--- src/rtl/seq_divider_if.sv ---
// seq_divider_if: request/result bundle for the sequential divider.
// master drives the operands and start, slave returns results and status.
interface seq_divider_if #(
    parameter int bw = 16
);
    logic              start;
    logic [2*bw-1:0]   A;
    logic [bw-1:0]     B;
    logic [bw-1:0]     quotient;
    logic [bw-1:0]     remainder;
    logic              busy;
    logic              done;
    logic              div_zero;
    logic              overflow;

    modport master (
        output start, A, B,
        input  quotient, remainder, busy, done, div_zero, overflow
    );

    modport slave (
        input  start, A, B,
        output quotient, remainder, busy, done, div_zero, overflow
    );
endinterface

--- src/rtl/seq_divider.sv ---
// seq_divider: iterative restoring divider, 2*bw-bit dividend by bw-bit divisor.
// Retires one quotient bit per CALC cycle; defining DIV_RADIX4_EN cascades two
// restoring steps per cycle (bw must then be even). Divide-by-zero and
// quotient overflow are detected at accept and skip straight to DONE.
module seq_divider #(
    parameter int bw = 16
) (
    input  logic         CLK,
    input  logic         RESET,
    seq_divider_if.slave bus
);

`ifdef DIV_RADIX4_EN
    localparam int STEPS = bw / 2;
`else
    localparam int STEPS = bw;
`endif
    localparam int CW = $clog2(STEPS) + 1;

    typedef enum logic [1:0] {S_IDLE, S_CALC, S_DONE} state_t;

    state_t          r_state;
    state_t          w_state_nx;
    logic [bw:0]     r_r;        // partial remainder, one spare bit so the shift never truncates
    logic [bw-1:0]   r_q;        // dividend low half shifting out, quotient bits shifting in
    logic [bw-1:0]   r_b;
    logic [CW-1:0]   r_cnt;
    logic [bw-1:0]   r_quot;
    logic [bw-1:0]   r_rem;
    logic            r_dz;
    logic            r_ovf;
    logic [bw:0]     w_r_nx;
    logic [bw-1:0]   w_q_nx;
    logic            w_last;
    logic            w_busy;
    logic            w_done;

    // One restoring step: shift {R,Q} left, trial-subtract B, keep on non-negative.
    // The trial is formed one bit wider than R so its sign is explicit.
    function automatic logic [2*bw:0] f_step(input logic [bw:0]   r,
                                             input logic [bw-1:0] q,
                                             input logic [bw-1:0] b);
        logic [bw+1:0] t;
        t = {r, q[bw-1]} - {2'b00, b};
        if (!t[bw+1])
            return {t[bw:0], q[bw-2:0], 1'b1};
        else
            return {r[bw-1:0], q[bw-1], q[bw-2:0], 1'b0};
    endfunction

    // Next partial remainder/quotient for this CALC cycle.
    always_comb begin
        logic [bw:0]   w_r1;
        logic [bw-1:0] w_q1;
        w_r1 = '0;
        w_q1 = '0;
        {w_r1, w_q1} = f_step(r_r, r_q, r_b);
`ifdef DIV_RADIX4_EN
        {w_r_nx, w_q_nx} = f_step(w_r1, w_q1, r_b);
`else
        w_r_nx = w_r1;
        w_q_nx = w_q1;
`endif
    end

    assign w_last = (r_cnt == CW'(STEPS - 1));

    // State register.
    always_ff @(posedge CLK) begin
        if (RESET)
            r_state <= S_IDLE;
        else
            r_state <= w_state_nx;
    end

    // Next-state and status decode.
    always_comb begin
        w_state_nx = r_state;
        w_busy     = 1'b0;
        w_done     = 1'b0;
        case (r_state)
            S_IDLE: begin
                if (bus.start) begin
                    if (bus.B == '0 || bus.A[2*bw-1:bw] >= bus.B)
                        w_state_nx = S_DONE;
                    else
                        w_state_nx = S_CALC;
                end
            end
            S_CALC: begin
                w_busy = 1'b1;
                if (w_last)
                    w_state_nx = S_DONE;
            end
            S_DONE: begin
                w_busy     = 1'b1;
                w_done     = 1'b1;
                w_state_nx = S_IDLE;
            end
            default: w_state_nx = S_IDLE;
        endcase
    end

    // Operand latch, iteration datapath and result/flag registers.
    always_ff @(posedge CLK) begin
        if (RESET) begin
            r_r    <= '0;
            r_q    <= '0;
            r_b    <= '0;
            r_cnt  <= '0;
            r_quot <= '0;
            r_rem  <= '0;
            r_dz   <= 1'b0;
            r_ovf  <= 1'b0;
        end else begin
            case (r_state)
                S_IDLE: begin
                    if (bus.start) begin
                        r_b <= bus.B;
                        if (bus.B == '0) begin
                            r_dz   <= 1'b1;
                            r_ovf  <= 1'b0;
                            r_quot <= '1;
                            r_rem  <= '0;
                        end else if (bus.A[2*bw-1:bw] >= bus.B) begin
                            r_dz   <= 1'b0;
                            r_ovf  <= 1'b1;
                            r_quot <= '1;
                            r_rem  <= '0;
                        end else begin
                            r_dz  <= 1'b0;
                            r_ovf <= 1'b0;
                            r_r   <= {1'b0, bus.A[2*bw-1:bw]};
                            r_q   <= bus.A[bw-1:0];
                            r_cnt <= '0;
                        end
                    end
                end
                S_CALC: begin
                    r_r   <= w_r_nx;
                    r_q   <= w_q_nx;
                    r_cnt <= r_cnt + 1'b1;
                    // Results are captured on the way into DONE so they are valid with done.
                    if (w_last) begin
                        r_quot <= w_q_nx;
                        r_rem  <= w_r_nx[bw-1:0];
                    end
                end
                default: ;
            endcase
        end
    end

    assign bus.quotient  = r_quot;
    assign bus.remainder = r_rem;
    assign bus.div_zero  = r_dz;
    assign bus.overflow  = r_ovf;
    assign bus.busy      = w_busy;
    assign bus.done      = w_done;

endmodule
--- src/flat_wrapper.sv ---
// flat-port wrapper written by rule: the top's interface ports become plain ports
module seq_divider_flat 
#(
    parameter int bw = 16
)
  (CLK, RESET, bus_start, bus_A, bus_B, bus_quotient, bus_remainder, bus_busy, bus_done, bus_div_zero, bus_overflow);
  seq_divider_if #(.bw(bw)) bus_i ();
  input  logic CLK;
  input  logic RESET;
  input wire logic [$bits(bus_i.start)-1:0] bus_start;
  input wire logic [$bits(bus_i.A)-1:0] bus_A;
  input wire logic [$bits(bus_i.B)-1:0] bus_B;
  output wire logic [$bits(bus_i.quotient)-1:0] bus_quotient;
  output wire logic [$bits(bus_i.remainder)-1:0] bus_remainder;
  output wire logic [$bits(bus_i.busy)-1:0] bus_busy;
  output wire logic [$bits(bus_i.done)-1:0] bus_done;
  output wire logic [$bits(bus_i.div_zero)-1:0] bus_div_zero;
  output wire logic [$bits(bus_i.overflow)-1:0] bus_overflow;
  assign bus_i.start = bus_start;
  assign bus_i.A = bus_A;
  assign bus_i.B = bus_B;
  assign bus_quotient = bus_i.quotient;
  assign bus_remainder = bus_i.remainder;
  assign bus_busy = bus_i.busy;
  assign bus_done = bus_i.done;
  assign bus_div_zero = bus_i.div_zero;
  assign bus_overflow = bus_i.overflow;
  seq_divider #(.bw(bw)) u_core (.CLK(CLK), .RESET(RESET), .bus(bus_i));
endmodule
--- config.mk ---
export PLATFORM = sky130hd
export DESIGN_NAME = seq_divider_flat
export DESIGN_NICKNAME = d
export VERILOG_FILES = /design/src/rtl/seq_divider_if.sv /design/src/rtl/seq_divider.sv /design/src/flat_wrapper.sv
export SDC_FILE = /design/constraint.sdc
export NUM_CORES = 1
export LEC_CHECK = 0
export ABC_CLOCK_PERIOD_IN_PS = 4600
export CAP_MARGIN = 25
export CORE_ASPECT_RATIO = 1.75
export CORE_MARGIN = 2
export CORE_UTILIZATION = 54
export CTS_CLUSTER_DIAMETER = 200
export DETAILED_ROUTE_END_ITERATION = 10
export GPL_ROUTABILITY_DRIVEN = 0
export PLACE_DENSITY = 0.78
export SYNTH_ARGS = -nofsm -noshare
export SYNTH_HDL_FRONTEND = slang
export SYNTH_SLANG_ARGS = --single-unit
--- constraint.sdc ---
create_clock -name CLK -period 4.6 [get_ports CLK]
set_input_delay 1.38 -clock CLK [delete_from_list [all_inputs] [get_ports CLK]]
set_output_delay 1.38 -clock CLK [all_outputs]
set_load 0.05 [all_outputs]
==> impl_metrics.yaml <==
status:
  outcome: "finished clean"
sta:
  fin_crit_ps: 4040
  finalCritPeriodShare_pct: 87.9
  slew_violations: 0
  setup_viol_count_final: 0
  max_slew_margin_pct: 40.4
  finalWorstSetupSlack_ps: 556
  hold_ws_ps: 461
  clock-skew-final_ps: 9.38
  tns_ps: 0
  rsz0062_at_grt: "false"
  hold_viol_final: 0
  max_freq_mhz: 247
  tightest_slew_ps: 893
placement:
  placed_cells_incl_taps: 789
  dpl_cell_area_um2: 6040
  dp_hpwl_um: 10300
  dp_slack_ps: 262
  numPortBuffers: 86
grt:
  grt_pass1_wl_um: 22700
  grt_pass1_vias: 4811
  grt_usage_pct: 27.7
  antenna_found_initial: 0
  grt_max_degree: 60
  overflow: 0
detailed_routing:
  drt_pass1_iterations: 5
  drc: 0
  routedWlPerCell_um: 17.3
  via_per_inst: 6.14
  antenna_left: 0
  first_iter_violations: 382
  vias: 4942
  wl_um: 13900
clock_tree:
  cts_setup_buffers: 0
  clk_pin_slew_worst_paths_ps: 70
  cts_resized: 0
  numCtsBuffers: 9
  htree_levels: 3
  postCtsHoldBufs: 0
  clkSinkCount: 90
  cts_root_buffer: "clkbuf_16"
  clk_latency_ps: 350
  cts_tree: "built"
  clk_path_buf_depth: 2
floorplanning:
  die_y_um: 132
  row_count: 46
  fp.dieW_um: 77.0
  core_area_um2: 9090
  die_area_um2: 10100
  initial_core_util_pct: 55.4
  io_pins: 87
final_layout:
  diodes: 0
  mostFrequentLayoutCells: "dfxtp_1 (90), clkdlybuf4s50_1 (85), nand2_1 (54), nor2_1 (51), a21oi_1 (46)"
  syn_to_final_growth_pct: 25.8
  layout-drive-gt1-share_pct: 5.69
  final_cells: 805
  fillCellCount: 789
  finalNetCount: 769
  layout_commonest_cell: "dfxtp_1"
  fin_area_um2: 6340
  final_core_util_pct: 69.7
min_path:
  whs_endpoint: "u_core.bus.remainder[4]$_SDFFE_PP0P_"
  hold_class: "flop to flop"
  hp-start: "u_core.bus.remainder[4]$_SDFFE_PP0P_"
  hold_depth: 1
critical_path:
  critPathLaunchType: "primary input"
  cp-end-kind: "flop"
  r2r_start: "u_core.r_b[6]$_SDFFE_PP0P_"
  arrival_ps: 4280
  path_class: "primary input to flop"
  required_ps: 4840
  crit_fanout: 11
  rrSetupSlack_ps: 850
  r2r_end: "u_core.r_r[12]$_SDFFE_PP0P_"
  reg2regPathDepth: 11
logic_synthesis:
  ys_ff_latch: 90
  synth_edf_count: 0
  yosysUniqueCellTypes: 59
  syn_inst: 603
  synth-seq-area-share_pct: 35.8
  synthesis.area_um2: 5040
  yosysWarnings: 0
  async_reset_ff_share_pct: 0
  synthesis.nets: 692
  synth-main-ff-cell: "dfxtp_1"
  syn-mean-instance-area_um2: 8.35
power:
  peakVddDrop_v: 0.000298
  power.leakage_nw: 2.54
  power_mw: 3.01
  p_per_area_nw_per_um2: 475
job:
  cap_viol_max_count: 0
==> kinds of logic after synthesis <==
group	synth area share (%)
mux	6.06
fa+ha+maj	9.59
compound gates	22.3
flops	35.8
xor+xnor	2.43
simple gates	17.4
buf+inv	6.43
==> routing by layer <==
metal,vias to the layer above,wire [um],track usage (%)
met5,-,0,0
met1,2356,5250,30.2
met2,199,7360,50.2
met4,0,578,16.0
li1,2351,-,-
met3,36,757,3.97
==> report_power, final <==
group | leakage [nW] | switching (mW) | internal (mW)
registers | 0.736 | 0.0671 | 0.871
logic | 1.66 | 0.781 | 0.544
clock network | 0.145 | 0.312 | 0.436
==> cell type report <==
| cell class | count | area [um2] | area share, % |
|---|---|---|---|
| multi-input combinational | 431 | 2920 | 46.1 |
| sequential | 90 | 1800 | 28.4 |
| timing repair buffer | 103 | 996 | 15.7 |
| clock buffer | 10 | 239 | 3.77 |
| inverter | 45 | 169 | 2.66 |
| tap | 120 | 150 | 2.37 |
| clock inverter | 6 | 63.8 | 1.01 |
==> critical path, cell delays in order <==
cell and delay [ps]:
clkdlybuf4s50_1 520, inv_1 60, ha_1 310, a21oi_1 180, nor2b_1 70, a2111oi_0 420, buf_4 190, a211o_1 220
a41o_1 280, nand2_1 290, o31ai_1 360
==> worst max path at each step <==
stage | from | endpoint | slack [ps] | depth (start not counted)
2_1_floorplan | bus_B[13] | u_core.r_r[2]$_SDFFE_PP0P_ | 950 | 10
3_3_place_gp | bus_B[5] | u_core.r_r[6]$_SDFFE_PP0P_ | 400 | 12
3_5_place_dp | bus_B[5] | u_core.r_q[3]$_SDFFE_PP0P_ | 260 | 12
4_1_cts | bus_B[5] | u_core.r_q[3]$_SDFFE_PP0P_ | 610 | 12
5_1_grt | bus_B[5] | u_core.r_r[16]$_SDFFE_PP0P_ | 290 | 11
6_report | bus_B[5] | u_core.r_r[16]$_SDFFE_PP0P_ | 560 | 11
==> cells in the mapped netlist, drive strengths merged (3+ instances only) <==
| cell type | instances | share of area, % |
|---|---|---|
| a211oi | 18 | 2.7 |
| a21o | 10 | 1.5 |
| a21oi | 46 | 4.6 |
| a31oi | 19 | 2.4 |
| and3 | 10 | 1.3 |
| and4 | 12 | 2.1 |
| buf | 7 | 0.84 |
| clkbuf | 30 | 2.2 |
| dfxtp | 90 | 36 |
| ha | 37 | 9.2 |
| inv | 45 | 3.4 |
| mux2i | 29 | 5.8 |
| nand2 | 54 | 4.0 |
| nand3 | 10 | 0.99 |
| nand4 | 7 | 0.87 |
| nor2 | 51 | 3.8 |
| nor2b | 5 | 0.62 |
| nor3 | 5 | 0.50 |
| nor4 | 5 | 0.62 |
| o211ai | 3 | 0.45 |
| o21a | 3 | 0.45 |
| o21ai | 21 | 2.1 |
| o22ai | 18 | 2.2 |
| o2bb2ai | 12 | 2.1 |
| or3 | 7 | 0.87 |
| xnor2 | 8 | 1.4 |
| xor2 | 6 | 1.0 |
==> state kept, by name, indices dropped and copies added (netlist names) <==
name,flops
u_core.r_cnt,5
u_core.bus.remainder,16
u_core.r_r,17
u_core.r_state,2
u_core.r_b,16
u_core.r_q,16
u_core.bus.quotient,16
u_core.bus.div_zero,1
u_core.bus.overflow,1
Power figures use the tool's default switching activity.
